--- src/rtl/master_port.sv ---
// Bus-side master port: serializes one device read/write request MSB-first onto
// the one-bit system bus, deserializes read data, and aborts any stalled wait.
module master_port #(
  parameter int unsigned ADDR_WIDTH = 16,
  parameter int unsigned DATA_WIDTH = 8,
  parameter int unsigned TIMEOUT    = 255
) (
  input  logic                  clk,
  input  logic                  rstn,
  input  logic                  dev_valid,
  output logic                  dev_ready,
  input  logic                  dev_mode,
  input  logic [ADDR_WIDTH-1:0] dev_addr,
  input  logic [DATA_WIDTH-1:0] dev_wdata,
  output logic                  dev_done,
  output logic                  dev_err,
  output logic [DATA_WIDTH-1:0] dev_rdata,
  output logic                  mode,
  output logic                  wr_bus,
  output logic                  master_valid,
  output logic                  master_ready,
  input  logic                  slave_ready,
  input  logic                  slave_valid,
  input  logic                  rd_bus
);
  localparam int unsigned SW  = ADDR_WIDTH + DATA_WIDTH;
  localparam int unsigned BCW = $clog2(SW + 1);
  localparam int unsigned TCW = $clog2(TIMEOUT + 1);

  localparam logic [BCW-1:0] LAST_ADDR  = BCW'(ADDR_WIDTH - 1);
  localparam logic [BCW-1:0] LAST_WDATA = BCW'(SW - 1);
  localparam logic [BCW-1:0] LAST_RDATA = BCW'(DATA_WIDTH - 1);
  localparam logic [TCW-1:0] LAST_WAIT  = TCW'(TIMEOUT - 1);

  typedef enum logic [2:0] {IDLE, ADDR, WDATA, RWAIT, RDATA, DONE} state_t;

  state_t                state_q;
  logic [SW-1:0]         shreg_q;
  logic [DATA_WIDTH-1:0] rdsh_q;
  logic [DATA_WIDTH-1:0] rdata_q;
  logic [BCW-1:0]        bitcnt_q;
  logic [TCW-1:0]        tocnt_q;
  logic                  mode_q;
  logic                  mvalid_q;
  logic                  mready_q;
  logic                  done_q;
  logic                  err_q;
  logic                  ready_q;

  logic [DATA_WIDTH-1:0] rdsh_d;
  logic                  wait_expired;

  always_comb begin
    rdsh_d       = (rdsh_q << 1) | DATA_WIDTH'(rd_bus);
    wait_expired = (tocnt_q == LAST_WAIT);
  end

  always_ff @(posedge clk) begin
    if (!rstn) begin
      state_q  <= IDLE;
      shreg_q  <= '0;
      rdsh_q   <= '0;
      rdata_q  <= '0;
      bitcnt_q <= '0;
      tocnt_q  <= '0;
      mode_q   <= 1'b0;
      mvalid_q <= 1'b0;
      mready_q <= 1'b0;
      done_q   <= 1'b0;
      err_q    <= 1'b0;
      ready_q  <= 1'b1;
    end else begin
      case (state_q)
        IDLE: begin
          if (dev_valid) begin
            state_q  <= ADDR;
            shreg_q  <= {dev_addr, dev_wdata};
            mode_q   <= dev_mode;
            bitcnt_q <= '0;
            tocnt_q  <= '0;
            mvalid_q <= 1'b1;
            ready_q  <= 1'b0;
          end
        end
        ADDR, WDATA: begin
          // master_valid is always high here, so slave_ready alone marks a transfer
          if (slave_ready) begin
            shreg_q  <= shreg_q << 1;
            bitcnt_q <= bitcnt_q + 1'b1;
            tocnt_q  <= '0;
            if (state_q == ADDR && bitcnt_q == LAST_ADDR) begin
              if (mode_q) begin
                state_q <= WDATA;
              end else begin
                state_q  <= RWAIT;
                mvalid_q <= 1'b0;
                mready_q <= 1'b1;
                bitcnt_q <= '0;
              end
            end else if (state_q == WDATA && bitcnt_q == LAST_WDATA) begin
              state_q  <= DONE;
              mvalid_q <= 1'b0;
              done_q   <= 1'b1;
              err_q    <= 1'b0;
            end
          end else if (wait_expired) begin
            state_q  <= DONE;
            mvalid_q <= 1'b0;
            done_q   <= 1'b1;
            err_q    <= 1'b1;
          end else begin
            tocnt_q <= tocnt_q + 1'b1;
          end
        end
        RWAIT, RDATA: begin
          if (slave_valid) begin
            rdsh_q   <= rdsh_d;
            bitcnt_q <= bitcnt_q + 1'b1;
            tocnt_q  <= '0;
            state_q  <= RDATA;
            if (bitcnt_q == LAST_RDATA) begin
              state_q  <= DONE;
              mready_q <= 1'b0;
              done_q   <= 1'b1;
              err_q    <= 1'b0;
              rdata_q  <= rdsh_d;
            end
          end else if (wait_expired) begin
            state_q  <= DONE;
            mready_q <= 1'b0;
            done_q   <= 1'b1;
            err_q    <= 1'b1;
          end else begin
            tocnt_q <= tocnt_q + 1'b1;
          end
        end
        DONE: begin
          state_q <= IDLE;
          done_q  <= 1'b0;
          err_q   <= 1'b0;
          ready_q <= 1'b1;
        end
        default: state_q <= IDLE;
      endcase
    end
  end

  assign dev_ready    = ready_q;
  assign dev_done     = done_q;
  assign dev_err      = err_q;
  assign dev_rdata    = rdata_q;
  assign mode         = mode_q;
  assign wr_bus       = shreg_q[SW-1];
  assign master_valid = mvalid_q;
  assign master_ready = mready_q;

endmodule

--- config.mk ---
export PLATFORM = sky130hd
export DESIGN_NAME = master_port
export DESIGN_NICKNAME = d
export VERILOG_FILES = /design/src/rtl/master_port.sv
export SDC_FILE = /design/constraint.sdc
export NUM_CORES = 1
export LEC_CHECK = 0
export BUFFER_PORTS_ARGS = -buffer_cell sky130_fd_sc_hd__buf_2
export CAP_MARGIN = 10
export CORE_MARGIN = 2
export CORE_UTILIZATION = 56
export CTS_BUF_LIST = sky130_fd_sc_hd__clkbuf_8
export DETAILED_ROUTE_END_ITERATION = 10
export GPL_ROUTABILITY_DRIVEN = 0
export GPL_TIMING_DRIVEN = 1
export PLACE_DENSITY = 0.78
export SYNTH_ARGS = -nofsm -noshare
export SYNTH_HDL_FRONTEND = slang
export SYNTH_SLANG_ARGS = --single-unit
--- constraint.sdc ---
create_clock -name clk -period 2.7 [get_ports clk]
set_clock_uncertainty 0.1 [all_clocks]
set_input_delay 0.54 -clock clk [delete_from_list [all_inputs] [get_ports clk]]
set_output_delay 0.54 -clock clk [all_outputs]
set_load 0.1 [all_outputs]
==> metrics.txt <==
# TYPE chip_impl_metric gauge
chip_impl_info{name="rr_startpoint",value="state_q[1]"} 1
chip_impl_info{name="min_from",value="dev_mode"} 1
chip_impl_info{name="hold_removal_path_class",value="in2reg"} 1
chip_impl_metric{name="final.setup.tns",unit="ps"} 0
chip_impl_metric{name="sequential_cell_area",unit="um^2"} 1220
chip_impl_metric{name="antenna_violating_nets_post_route",unit=""} 0
chip_impl_metric{name="synth_sequential_area_ratio",unit=""} 0.380
chip_impl_metric{name="grt_overflow_total",unit=""} 0
chip_impl_info{name="synth_area_leader_cell",value="dfxtp_1"} 1
chip_impl_metric{name="die-area",unit="um^2"} 6370
chip_impl_info{name="setup_repair_after_global_routing_missed_its_margin",value="no"} 1
chip_impl_metric{name="synth-seq-cells",unit=""} 61
chip_impl_metric{name="finish.net_count",unit=""} 432
chip_impl_metric{name="netlist-cell-type-count",unit=""} 64
chip_impl_metric{name="globalRouteMet3Util",unit=""} 0.0848
chip_impl_metric{name="routed_wire_length_per_instance",unit="um"} 14.9
chip_impl_info{name="reg2reg_to",value="dev_err"} 1
chip_impl_metric{name="rows",unit=""} 27
chip_impl_info{name="hold_end",value="mode"} 1
chip_impl_metric{name="worst-r2r-cell-count",unit=""} 4
chip_impl_metric{name="cts_max_path_buffers",unit=""} 2
chip_impl_metric{name="post_cts_resize_count",unit=""} 0
chip_impl_info{name="crit_type",value="reg2reg"} 1
chip_impl_metric{name="synthSimpleGateAreaFrac",unit=""} 0.193
chip_impl_metric{name="initial_util",unit=""} 0.581
chip_impl_metric{name="drc",unit=""} 0
chip_impl_info{name="synthFlopType",value="dfxtp_1"} 1
chip_impl_metric{name="count_of_boundary_i_o_pins",unit=""} 46
chip_impl_metric{name="critical-path-max-stage-delay",unit="ps"} 840
chip_impl_metric{name="post-cts-setup-buffer-count",unit=""} 0
chip_impl_metric{name="first_global_vias",unit=""} 2538
chip_impl_info{name="critPathSlowestCell",value="dfxtp_1"} 1
chip_impl_metric{name="grt_pass1_wl",unit="um"} 11900
chip_impl_info{name="synth_area_leaders",value="dfxtp_1 38%, mux2i_1 12%, nor2_1 6.3%"} 1
chip_impl_metric{name="die_y",unit="um"} 79.8
chip_impl_metric{name="layout-area-overhead-vs-synth",unit="%"} 14.8
chip_impl_metric{name="routed_wire_length",unit="um"} 7060
chip_impl_info{name="run_status",value="finished, final reports clean"} 1
chip_impl_metric{name="fillCellCount",unit=""} 465
chip_impl_metric{name="core",unit="um^2"} 5540
chip_impl_info{name="tritoncts",value="done"} 1
chip_impl_metric{name="hold_depth",unit=""} 3
chip_impl_metric{name="detailedPlace.worstSlack",unit="ps"} 477
chip_impl_metric{name="worstPathArrival",unit="ps"} 2400
chip_impl_metric{name="share_of_flip_flops_with_an_asynchronous_set_or_reset",unit=""} 0
chip_impl_metric{name="drive_above_1_share",unit=""} 0.221
chip_impl_info{name="grt.busiest_layer",value="met2"} 1
chip_impl_metric{name="chipWidth",unit="um"} 79.8
chip_impl_metric{name="synth_fp_nets",unit=""} 391
chip_impl_metric{name="antenna_violations_before_repair",unit=""} 0
chip_impl_metric{name="globalRouteTotalUtil",unit=""} 0.242
chip_impl_metric{name="cellPowerDensity",unit="nW/um^2"} 658
chip_impl_metric{name="yosys_warnings",unit=""} 0
chip_impl_metric{name="gr-usage-met2",unit=""} 0.357
chip_impl_info{name="worstPathCellList",value="mux2i_2 -> o211ai_1 -> a221o_1 -> o221a_1"} 1
chip_impl_metric{name="p_leak",unit="nW"} 1.56
chip_impl_metric{name="finalSetupViolCount",unit=""} 0
chip_impl_metric{name="hold_viol",unit=""} 0
chip_impl_metric{name="max_cap_violations",unit=""} 0
chip_impl_metric{name="synth-compound-area-share",unit=""} 0.226
chip_impl_metric{name="post_synth_fa_ha_maj_area_fraction",unit=""} 0.0156
chip_impl_metric{name="post-route-worst-setup-slack",unit="ps"} 440
chip_impl_metric{name="post_synth_inst_count",unit=""} 356
chip_impl_info{name="combinational_family_with_the_most_area_after_synthesis",value="compound AO/OA/AOI/OAI gates"} 1
chip_impl_metric{name="critPathRequiredTime",unit="ps"} 2840
chip_impl_info{name="start_kind",value="register"} 1
chip_impl_metric{name="fmax",unit="GHz"} 0.443
chip_impl_metric{name="multiInputGateArea",unit="um^2"} 1820
chip_impl_metric{name="grt_start_max_net_pins",unit=""} 47
chip_impl_metric{name="worst_ir_drop_vdd",unit="V"} 0.000501
chip_impl_metric{name="clk_pin_slew_worst_paths",unit="ps"} 70
chip_impl_metric{name="timing.final.crit_share",unit=""} 0.837
chip_impl_metric{name="insertedDiodeCount",unit=""} 0
chip_impl_metric{name="detail_route.vias_per_cell",unit=""} 5.85
chip_impl_metric{name="drt-pass1-iter-count",unit=""} 4
chip_impl_metric{name="timing.slew.headroom",unit=""} 0.468
chip_impl_metric{name="xor_xnor_fraction_of_synth_area",unit=""} 0
chip_impl_metric{name="cts_max_level",unit=""} 3
chip_impl_metric{name="worst_skew_pair.late_latency",unit="ps"} 350
chip_impl_metric{name="synth-edff-count",unit=""} 0
chip_impl_metric{name="detail_route.iter0.violations",unit=""} 199
chip_impl_metric{name="timing.critical_path.fanout_max",unit=""} 25
chip_impl_metric{name="setup.reg_to_reg.worst_slack",unit="ps"} 440
chip_impl_info{name="clock-root-buffer",value="clkbuf_8"} 1
chip_impl_metric{name="cts_hold_repair.buffers",unit=""} 0
chip_impl_metric{name="numCtsBuffers",unit=""} 9
chip_impl_metric{name="minimum_clock_period",unit="ps"} 2260
chip_impl_metric{name="gr-usage-met1",unit=""} 0.329
chip_impl_metric{name="synth.mux.area_fraction",unit=""} 0.132
chip_impl_metric{name="area_share_of_the_largest_cell_type_after_synthesis",unit=""} 0.380
chip_impl_metric{name="port_buffers",unit=""} 45
chip_impl_metric{name="clock_sinks",unit=""} 61
chip_impl_metric{name="maxSlewViolCount",unit=""} 0
chip_impl_metric{name="tightestPinTransition",unit="ps"} 796
chip_impl_metric{name="syn-cell-area",unit="um^2"} 3220
chip_impl_metric{name="total_number_of_vias",unit=""} 2771
chip_impl_metric{name="place.detailed.hpwl",unit="um"} 4850
chip_impl_info{name="type_of_element_capturing_the_critical_path",value="register"} 1
chip_impl_metric{name="postSynthAreaPerCell",unit="um^2"} 9.04
-- cells in the mapped netlist (2+ instances only) --
library cell   n
o32ai_1        2
o21ai_1        5
inv_1          8
nand3_1       12
buf_6          5
a31oi_1        6
nand2b_1       6
mux2i_1       40
nor2_2         2
buf_4          3
nor2_1        54
a41oi_1        2
nand2_1       17
nand2b_2       2
nand4_1        2
o21ai_0       12
o22ai_1        3
a221o_1        2
a211oi_1      25
and2_1         2
buf_2          7
and3_1         2
o211ai_1       3
clkbuf_1       8
ha_1           4
nor3_1         3
dfxtp_1       61
nand3b_1       2
nor2b_1        3
a21oi_1       14
or2_2          2
a22o_1         4
nand4bb_1      2
-- registers in the layout, summed over array words and instances (netlist names) --
signal        count
tocnt_q           8
rdsh_q            7
dev_ready         1
master_valid      1
bitcnt_q          5
dev_err           1
state_q           3
mode              1
shreg_q          24
dev_done          1
dev_rdata         8
master_ready      1
-- stage by stage --
stage / instances / area [um^2] / hold WS, ps / total power, mW / utilization
2_1_floorplan: 356 / 3220 / 349 / 1.41 / -
3_5_place_dp: 458 / 3460 / 372 / 1.51 / 0.625
5_1_grt: 474 / 3690 / 310 / 2.55 / 0.666
6_report: 474 / 3690 / 323 / 2.43 / 0.666
3_3_place_gp: 458 / 3460 / 359 / 1.49 / 0.625
4_1_cts: 474 / 3690 / 308 / 2.45 / 0.666
-- cells by family (layout without fill, tap and decap cells) --
logic type	Yosys count	in the layout
buffers and inverters	31	77
and+or+nand+nor	121	121
AOI/OAI and AO/OA	97	97
muxes	42	42
DFF	61	61
adders and majority gates	4	4
-- final cells by class --
cell class / instances / area share
timing repair buffer: 53 / 0.0807
multi-input combinational: 264 / 0.493
clock buffer: 10 / 0.0373
tap: 72 / 0.0244
sequential: 61 / 0.331
clock inverter: 6 / 0.0254
inverter: 8 / 0.00813
-- layout by cell type, fill, tap and decap left out, types with 7 or more instances in the layout --
| master | count |
|---|---|
| buf_2 | 45 |
| nor2_1 | 54 |
| mux2i_1 | 40 |
| nand3_1 | 12 |
| a21oi_1 | 14 |
| buf_4 | 7 |
| inv_1 | 8 |
| dfxtp_1 | 61 |
| a211oi_1 | 25 |
| nand2_1 | 17 |
| o21ai_0 | 12 |
| clkbuf_8 | 10 |
-- worst max-delay path, delay by kind of cell, from the launching register on --
family | cells | cell delay (ps)
multiplexers | 1 | 420
flip-flops | 1 | 840
AO/OA/AOI/OAI | 3 | 790
-- layer usage --
metal,vias to the layer above,part of all wire,wire (um)
met5,-,0,0
met4,0,0.014,100
met3,10,0.062,439
met2,78,0.46,3220
met1,1290,0.47,3300
li1,1393,-,-
-- worst max-delay path by stage --
stage                           from          end  slack [ps]  depth (start not counted)
after global placement    state_q[1]      dev_err         530                          4
after CTS                 state_q[1]  shreg_q[23]         440                          6
after floorplan                 mode  bitcnt_q[3]         650                          5
after detailed placement  state_q[1]      dev_err         480                          4
final                     state_q[1]      dev_err         440                          4
after global routing      state_q[1]  shreg_q[12]         270                          6
-- power breakdown --
part	internal (mW)	switching (mW)
clock network	0.551	0.388
registers	0.966	0.0508
logic	0.181	0.293
total	1.70	0.732
(Power assumes the default switching activity.)
